### src/rtl/collision_pkg.sv
// collision_pkg: shared types and defaults for the collision scanner slice.
//   scan_state_t : scanner FSM state encoding
//   vertex_t     : one signed {x,y} edge endpoint at the default position width
//   DEF_*        : default parameter values for collision_scanner
package collision_pkg;

    localparam int DEF_POSITION_SIZE = 8;
    localparam int DEF_VELOCITY_SIZE = 8;
    localparam int DEF_MAX_EDGES     = 16;
    localparam int DEF_TIMEOUT       = 255;

    typedef enum logic [2:0] {
        ST_IDLE  = 3'd0,
        ST_FETCH = 3'd1,
        ST_ISSUE = 3'd2,
        ST_WAIT  = 3'd3,
        ST_DONE  = 3'd4
    } scan_state_t;

    typedef struct packed {
        logic signed [DEF_POSITION_SIZE-1:0] x;
        logic signed [DEF_POSITION_SIZE-1:0] y;
    } vertex_t;

endpackage

### src/rtl/edge_ram.sv
// edge_ram: obstacle edge store, one write port and one read port.
//   clk_in, rst_in : clock, synchronous active-low reset (read register only)
//   we, waddr, wdata : synchronous write
//   re, raddr       : read request; data appears on rdata one cycle later
//   rdata           : registered read data, held until the next read
// Memory contents are never cleared by reset; only the read register is.
module edge_ram #(
    parameter int DEPTH  = 16,
    parameter int WIDTH  = 32,
    parameter int ADDR_W = $clog2(DEPTH)
) (
    input  logic              clk_in,
    input  logic              rst_in,
    input  logic              we,
    input  logic [ADDR_W-1:0] waddr,
    input  logic [WIDTH-1:0]  wdata,
    input  logic              re,
    input  logic [ADDR_W-1:0] raddr,
    output logic [WIDTH-1:0]  rdata
);

    logic [WIDTH-1:0] mem [DEPTH];

    always_ff @(posedge clk_in) begin
        if (we) begin
            mem[waddr] <= wdata;
        end
    end

    always_ff @(posedge clk_in) begin
        if (!rst_in) begin
            rdata <= '0;
        end else if (re) begin
            rdata <= mem[raddr];
        end
    end

endmodule

### src/rtl/collision_scanner.sv
// collision_scanner: walks the stored obstacle edges for one proposed point
// move, issuing one request per edge to the collision stage, and returns the
// first hit's corrected state or the unobstructed move.
//   clk_in, rst_in       : clock, synchronous active-low reset
//   edge_*_in            : edge RAM write port (ignored while busy)
//   num_edges_in         : active edge count, sampled with start_in
//   start_in, pos/vel/d* : request strobe and request data
//   busy_out             : accepted start through the output_valid cycle
//   coll_*_out           : request to the collision stage
//   coll_*_in            : response from the collision stage
//   *_new_out, collision_out, edge_idx_out, timeout_out, output_valid : result
//   state_out            : current FSM state, for observation
//
// Collision-stage handshake: coll_valid_out is a one-cycle pulse with no
// back-pressure; coll_v1/v2_out and the coll_pos/vel/d outputs are stable for
// the whole request. The stage answers with a single coll_valid_in pulse any
// time after that; only answers arriving in WAIT are used, everything else is
// dropped. An edge with no answer after TIMEOUT wait cycles counts as no hit.
module collision_scanner
    import collision_pkg::*;
#(
    parameter int POSITION_SIZE = DEF_POSITION_SIZE,
    parameter int VELOCITY_SIZE = DEF_VELOCITY_SIZE,
    parameter int MAX_EDGES     = DEF_MAX_EDGES,
    parameter int IDX_W         = $clog2(MAX_EDGES),
    parameter int TIMEOUT       = DEF_TIMEOUT
) (
    input  logic                            clk_in,
    input  logic                            rst_in,
    input  logic                            edge_we_in,
    input  logic [IDX_W-1:0]                edge_addr_in,
    input  logic [2*POSITION_SIZE-1:0]      edge_v1_in,
    input  logic [2*POSITION_SIZE-1:0]      edge_v2_in,
    input  logic [IDX_W:0]                  num_edges_in,
    input  logic                            start_in,
    input  logic signed [POSITION_SIZE-1:0] pos_x_in,
    input  logic signed [POSITION_SIZE-1:0] pos_y_in,
    input  logic signed [VELOCITY_SIZE-1:0] vel_x_in,
    input  logic signed [VELOCITY_SIZE-1:0] vel_y_in,
    input  logic signed [POSITION_SIZE-1:0] dx_in,
    input  logic signed [POSITION_SIZE-1:0] dy_in,
    output logic                            busy_out,
    output logic                            coll_valid_out,
    output logic [2*POSITION_SIZE-1:0]      coll_v1_out,
    output logic [2*POSITION_SIZE-1:0]      coll_v2_out,
    output logic signed [POSITION_SIZE-1:0] coll_pos_x_out,
    output logic signed [POSITION_SIZE-1:0] coll_pos_y_out,
    output logic signed [VELOCITY_SIZE-1:0] coll_vel_x_out,
    output logic signed [VELOCITY_SIZE-1:0] coll_vel_y_out,
    output logic signed [POSITION_SIZE-1:0] coll_dx_out,
    output logic signed [POSITION_SIZE-1:0] coll_dy_out,
    input  logic                            coll_valid_in,
    input  logic                            coll_collision_in,
    input  logic signed [POSITION_SIZE-1:0] coll_x_new_in,
    input  logic signed [POSITION_SIZE-1:0] coll_y_new_in,
    input  logic signed [VELOCITY_SIZE-1:0] coll_vx_new_in,
    input  logic signed [VELOCITY_SIZE-1:0] coll_vy_new_in,
    output logic signed [POSITION_SIZE-1:0] x_new_out,
    output logic signed [POSITION_SIZE-1:0] y_new_out,
    output logic signed [VELOCITY_SIZE-1:0] vx_new_out,
    output logic signed [VELOCITY_SIZE-1:0] vy_new_out,
    output logic                            collision_out,
    output logic [IDX_W-1:0]                edge_idx_out,
    output logic                            timeout_out,
    output logic                            output_valid,
    output scan_state_t                     state_out
);

    localparam int CNT_W  = IDX_W + 1;
    localparam int WAIT_W = $clog2(TIMEOUT + 1);
    localparam int EDGE_W = 4 * POSITION_SIZE;

    scan_state_t       state, next_state;
    logic [IDX_W-1:0]  idx;
    logic [CNT_W-1:0]  count;
    logic [CNT_W-1:0]  clamped_count;
    logic [WAIT_W-1:0] wait_cnt;
    logic              last_edge;
    logic              wait_expired;
    logic              hit;
    logic              step_no_hit;
    logic [EDGE_W-1:0] ram_rdata;

    // The RAM read register is the edge presented to the collision stage:
    // it is loaded only in FETCH, so it holds for the whole request.
    edge_ram #(
        .DEPTH  (MAX_EDGES),
        .WIDTH  (EDGE_W),
        .ADDR_W (IDX_W)
    ) u_edge_ram (
        .clk_in (clk_in),
        .rst_in (rst_in),
        .we     (edge_we_in && (state == ST_IDLE)),
        .waddr  (edge_addr_in),
        .wdata  ({edge_v1_in, edge_v2_in}),
        .re     (state == ST_FETCH),
        .raddr  (idx),
        .rdata  (ram_rdata)
    );

    assign coll_v1_out = ram_rdata[EDGE_W-1 -: 2*POSITION_SIZE];
    assign coll_v2_out = ram_rdata[2*POSITION_SIZE-1:0];

    assign clamped_count = (num_edges_in > CNT_W'(MAX_EDGES)) ? CNT_W'(MAX_EDGES)
                                                              : num_edges_in;
    assign last_edge     = ({1'b0, idx} == (count - CNT_W'(1)));
    assign wait_expired  = (wait_cnt == WAIT_W'(TIMEOUT - 1));
    assign hit           = (state == ST_WAIT) && coll_valid_in && coll_collision_in;
    // A response in the timeout cycle wins over the timeout.
    assign step_no_hit   = (state == ST_WAIT) &&
                           (coll_valid_in ? !coll_collision_in : wait_expired);

    // State register
    always_ff @(posedge clk_in) begin
        if (!rst_in) begin
            state <= ST_IDLE;
        end else begin
            state <= next_state;
        end
    end

    // Next-state logic
    always_comb begin
        next_state = state;
        case (state)
            ST_IDLE:  if (start_in) next_state = (clamped_count == '0) ? ST_DONE : ST_FETCH;
            ST_FETCH: next_state = ST_ISSUE;
            ST_ISSUE: next_state = ST_WAIT;
            ST_WAIT: begin
                if (hit) begin
                    next_state = ST_DONE;
                end else if (step_no_hit) begin
                    next_state = last_edge ? ST_DONE : ST_FETCH;
                end
            end
            ST_DONE:  next_state = ST_IDLE;
            default:  next_state = ST_IDLE;
        endcase
    end

    // Outputs decoded from state
    always_comb begin
        busy_out       = (state != ST_IDLE);
        coll_valid_out = (state == ST_ISSUE);
        output_valid   = (state == ST_DONE);
        state_out      = state;
    end

    // Datapath: request latch, scan counters and result registers.
    // Results are only written on the way into DONE, so they hold between runs.
    always_ff @(posedge clk_in) begin
        if (!rst_in) begin
            idx            <= '0;
            count          <= '0;
            wait_cnt       <= '0;
            coll_pos_x_out <= '0;
            coll_pos_y_out <= '0;
            coll_vel_x_out <= '0;
            coll_vel_y_out <= '0;
            coll_dx_out    <= '0;
            coll_dy_out    <= '0;
            x_new_out      <= '0;
            y_new_out      <= '0;
            vx_new_out     <= '0;
            vy_new_out     <= '0;
            collision_out  <= 1'b0;
            edge_idx_out   <= '0;
            timeout_out    <= 1'b0;
        end else begin
            case (state)
                ST_IDLE: begin
                    if (start_in) begin
                        coll_pos_x_out <= pos_x_in;
                        coll_pos_y_out <= pos_y_in;
                        coll_vel_x_out <= vel_x_in;
                        coll_vel_y_out <= vel_y_in;
                        coll_dx_out    <= dx_in;
                        coll_dy_out    <= dy_in;
                        count          <= clamped_count;
                        idx            <= '0;
                        timeout_out    <= 1'b0;
                        // No edges: DONE is next, so the free move is formed
                        // straight from the inputs (sum wraps at POSITION_SIZE).
                        if (clamped_count == '0) begin
                            x_new_out     <= pos_x_in + dx_in;
                            y_new_out     <= pos_y_in + dy_in;
                            vx_new_out    <= vel_x_in;
                            vy_new_out    <= vel_y_in;
                            collision_out <= 1'b0;
                            edge_idx_out  <= '0;
                        end
                    end
                end
                ST_ISSUE: wait_cnt <= '0;
                ST_WAIT: begin
                    wait_cnt <= wait_cnt + WAIT_W'(1);
                    if (!coll_valid_in && wait_expired) begin
                        timeout_out <= 1'b1;
                    end
                    if (hit) begin
                        x_new_out     <= coll_x_new_in;
                        y_new_out     <= coll_y_new_in;
                        vx_new_out    <= coll_vx_new_in;
                        vy_new_out    <= coll_vy_new_in;
                        collision_out <= 1'b1;
                        edge_idx_out  <= idx;
                    end else if (step_no_hit) begin
                        if (last_edge) begin
                            x_new_out     <= coll_pos_x_out + coll_dx_out;
                            y_new_out     <= coll_pos_y_out + coll_dy_out;
                            vx_new_out    <= coll_vel_x_out;
                            vy_new_out    <= coll_vel_y_out;
                            collision_out <= 1'b0;
                            edge_idx_out  <= '0;
                        end else begin
                            idx <= idx + IDX_W'(1);
                        end
                    end
                end
                default: begin
                end
            endcase
        end
    end

endmodule

### config.mk
export PLATFORM = sky130hd
export DESIGN_NAME = collision_scanner
export DESIGN_NICKNAME = d
export VERILOG_FILES = /design/src/rtl/collision_pkg.sv /design/src/rtl/edge_ram.sv /design/src/rtl/collision_scanner.sv
export SDC_FILE = /design/constraint.sdc
export NUM_CORES = 1
export LEC_CHECK = 0
export CORE_MARGIN = 8
export CORE_UTILIZATION = 28
export DETAILED_ROUTE_END_ITERATION = 12
export PLACE_DENSITY_LB_ADDON = 0.2
export RECOVER_POWER = 25
export SYNTH_ARGS = -nofsm -noshare
export SYNTH_HDL_FRONTEND = slang
export SYNTH_SLANG_ARGS = --single-unit
### constraint.sdc
create_clock -name clk_in -period 4.9 [get_ports clk_in]
set_clock_uncertainty 0.2 [all_clocks]
set_input_delay 1.225 -clock clk_in [delete_from_list [all_inputs] [get_ports clk_in]]
set_output_delay 1.225 -clock clk_in [all_outputs]
set_load 0.05 [all_outputs]
==> results.cfg <==
[status]
status = finished clean

[logic_synthesis]
syn_nets = 1802
synth_top_area_cell = edfxtp_1
synth_seq_area_share = 0.691
yosys_most_used_dff = edfxtp_1
synth_seq_cells = 650
synth_xor_area_frac = 0.00668
syn_area_mm2 = 0.0262
ys_types = 67
synth_top_family_by_area = multiplexers
synth_top_area_frac = 0.586
synth_compound_area_frac = 0.0607
async_flop_share = 0
syn_avg_cell_area_um2 = 16.0
yosys.area_share.simple = 0.0638
yosys.area_share.adder = 0.0183
yosysWarnings = 0
synth-edff-count = 512
synth_area_leaders = edfxtp_1, mux4_2, dfxtp_1
synth_cells = 1639
synth_mux_area_frac = 0.139

[layout]
final_layout_size_suffix_gt1_frac = 0.176
fin_nets = 2065
final_cell_area_mm2 = 0.0328
syn_to_final_growth_pct = 24.8

[worst_setup_path]
critPathCaptureType = primary output
critPathRequiredTime_ns = 3.47
crit_arrival_ns = 2.70
startpoint_type = flop
worstPathMaxFanout = 12
critPathKind = flop to primary output

[die]
die_area_mm2 = 0.104
die_w_um = 322
rows = 112
start_util = 0.282
core-area_mm2 = 0.0930
die_y_um = 322
io_pins = 251

[placed_design]
post-place-ws_ns = 0.643
hpwl_um = 45300
postPlaceCellArea_mm2 = 0.0304
numPortBuffers = 250
place.gp.congestion = 0.807

[global_route]
grt_use_met3 = 0.0343
grt_max_degree = 110
grt_use_total = 0.141
top_usage_layer = met2
grt_antenna_before_repair = 13
grt_pass1_wl_um = 109000
met2_usage = 0.230
grt_util_met1 = 0.187
overflow = 0
grt_pass1_vias = 15900

[detailed_routing]
num_vias = 15500
ant_nets = 0
routed_wl_um = 74900
drc = 0
drt_iter0_drc = 1137
avgRoutedWirePerCell_um = 23.3
firstDrtPassIters = 5
avgViaCountPerCell = 4.80

[clock_tree]
cts.clk_slew.worst_paths_ns = 0.06
clock_path_buffers = 3
root_buffer = clkbuf_16
htreeDepth = 3
cts.sinks = 650
insertion_delay_ns = 0.61
cts_hold_buf = 0
cts_buffers = 72
ctsResizeCount = 0
cts_tree = built
cts_setup_buffers = 0

[power]
irDropWorstVdd_uv = 263
leakage_nw = 10.1
power_density_mw_per_mm2 = 424
power_mw = 13.9

[timing]
clock.fmax_ghz = 0.243
worst_pin_slew_ns = 0.894
min_period_ns = 4.12
setup_viol = 0
slew_headroom = 0.404
period_share = 0.841
tns_ns = 0
hold_viol = 0
report.final.slew_viol_count = 0
rsz0062_at_grt = no
worst_slack_ns = 0.779

[job]
max_cap_violations = 0

[min_path]
worstHoldPathType = flop to flop
## flip-flops by register name (all words and copies together), names as in the netlist, 8 cells and up
name and cells:
coll_pos_x_out 8, coll_pos_y_out 8, vy_new_out 8, wait_cnt 8, coll_dx_out 8, coll_vel_x_out 8, coll_vel_y_out 8, u_edge_ram.mem 512
coll_dy_out 8, x_new_out 8, u_edge_ram.rdata 32, y_new_out 8, vx_new_out 8
## final cells by class
type | instances | area (µm²)
inverters | 26 | 100
diodes | 7 | 17.5
clock inverters | 29 | 317
fillers | 9000 | 60300
repair buffers | 286 | 2860
multi-input cells | 866 | 7700
clock buffers | 102 | 2030
flip-flops and latches | 650 | 18100
well taps | 1254 | 1570
## critical path, stage by stage (launching register included)
cell and delay [ns]:
dfxtp_1 0.60, nand2b_1 0.36, nor2_1 0.28, clkdlybuf4s50_1 0.85
## metal layers
| layer | vias up | routed length (µm) |
|---|---|---|
| met3 | 110 | 4820 |
| met5 | - | 28 |
| met1 | 7948 | 33100 |
| li1 | 6930 | - |
| met2 | 457 | 35500 |
| met4 | 6 | 1540 |
## worst paths after layout
kind,endpoint,depth (start not counted),start,slack [ns]
max reg2reg,vy_new_out[6]$_SDFFE_PN0P_,7,state_out[0]$_SDFFE_PN0P_,1.35
min reg2reg,u_edge_ram.rdata[8]$_SDFFE_PN0P_,2,u_edge_ram.rdata[8]$_SDFFE_PN0P_,0.25
max,coll_valid_out,3,state_out[1]$_SDFFE_PN0P_,0.78
min,u_edge_ram.rdata[8]$_SDFFE_PN0P_,2,u_edge_ram.rdata[8]$_SDFFE_PN0P_,0.25
## cell usage in the layout (no fill, tap or decap), types with 5 or more instances in the layout
master           synthesis  layout
a211oi_1                13      13
a21o_1                   6       6
a21oi_1                133     133
a22oi_1                  9       9
a31oi_1                  5       5
buf_12                   0       7
buf_4                    0      29
clkbuf_1                62      18
clkbuf_16                0      72
clkbuf_8                 0      12
clkdlybuf4s50_1          0     227
clkinv_2                 0      14
dfxtp_1                138     134
diode_2                  0       7
dlygate4sd3_1            0      23
edfxtp_1               512     512
ha_1                    32      32
inv_1                   26      25
mux4_2                 160     160
nand2_1                249     249
nand3_1                 28      28
nand3b_1                 7       7
nor2_1                  51      38
nor2_4                   0      13
nor3_1                  17      13
nor3_2                   2       6
o211ai_1                24      24
o21a_1                   7       7
o21ai_0                 17      17
o21ai_1                  8       8
xnor2_1                 13      13
xor2_1                   7       7
## Yosys cell counts, types with 3 or more instances
| cell | instances |
|---|---|
| mux4_2 | 160 |
| ha_1 | 32 |
| xnor2_1 | 13 |
| a22oi_1 | 9 |
| nor2_1 | 51 |
| nor2b_1 | 4 |
| o21bai_1 | 3 |
| nand3b_1 | 7 |
| a211oi_1 | 13 |
| a31oi_1 | 5 |
| dfxtp_1 | 138 |
| nand2b_1 | 4 |
| nand4b_1 | 3 |
| nor3_1 | 17 |
| a21o_1 | 6 |
| inv_1 | 26 |
| nand3_1 | 28 |
| xor2_1 | 7 |
| a211o_1 | 3 |
| buf_2 | 22 |
| o21a_1 | 7 |
| o21ai_1 | 8 |
| a221oi_1 | 3 |
| o211ai_1 | 24 |
| nand4_1 | 4 |
| o31a_1 | 4 |
| mux2i_1 | 3 |
| fa_1 | 4 |
| nand2_1 | 249 |
| o21ai_0 | 17 |
| clkbuf_1 | 62 |
| edfxtp_1 | 512 |
| buf_1 | 9 |
| nor4_1 | 4 |
| a21oi_1 | 133 |
| buf_6 | 4 |
## metrics by stage
step            util  hold slack [ns]  cells
6_report       0.352            0.253   3220
5_1_grt        0.352            0.274   3214
4_1_cts        0.352            0.258   3213
3_5_place_dp   0.327            0.246   3082
3_3_place_gp   0.327            0.244   3082
2_1_floorplan      -            0.245   1639
## report_power, final
part,switching (mW),internal (mW)
Clock,2.21,3.13
Combinational,1.51,0.703
Sequential,0.154,6.19
## logic make-up (layout without fill, tap and decap cells)
group | after synthesis | in the layout
DFF | 650 | 650
and+or+nand+nor | 389 | 389
AOI/OAI and AO/OA | 256 | 256
muxes | 165 | 165
buffers and inverters | 123 | 443
adders and majority gates | 36 | 36
xor gates and xnor gates | 20 | 20
other | 0 | 7
Note: power is estimated with default switching activity, not from simulation.
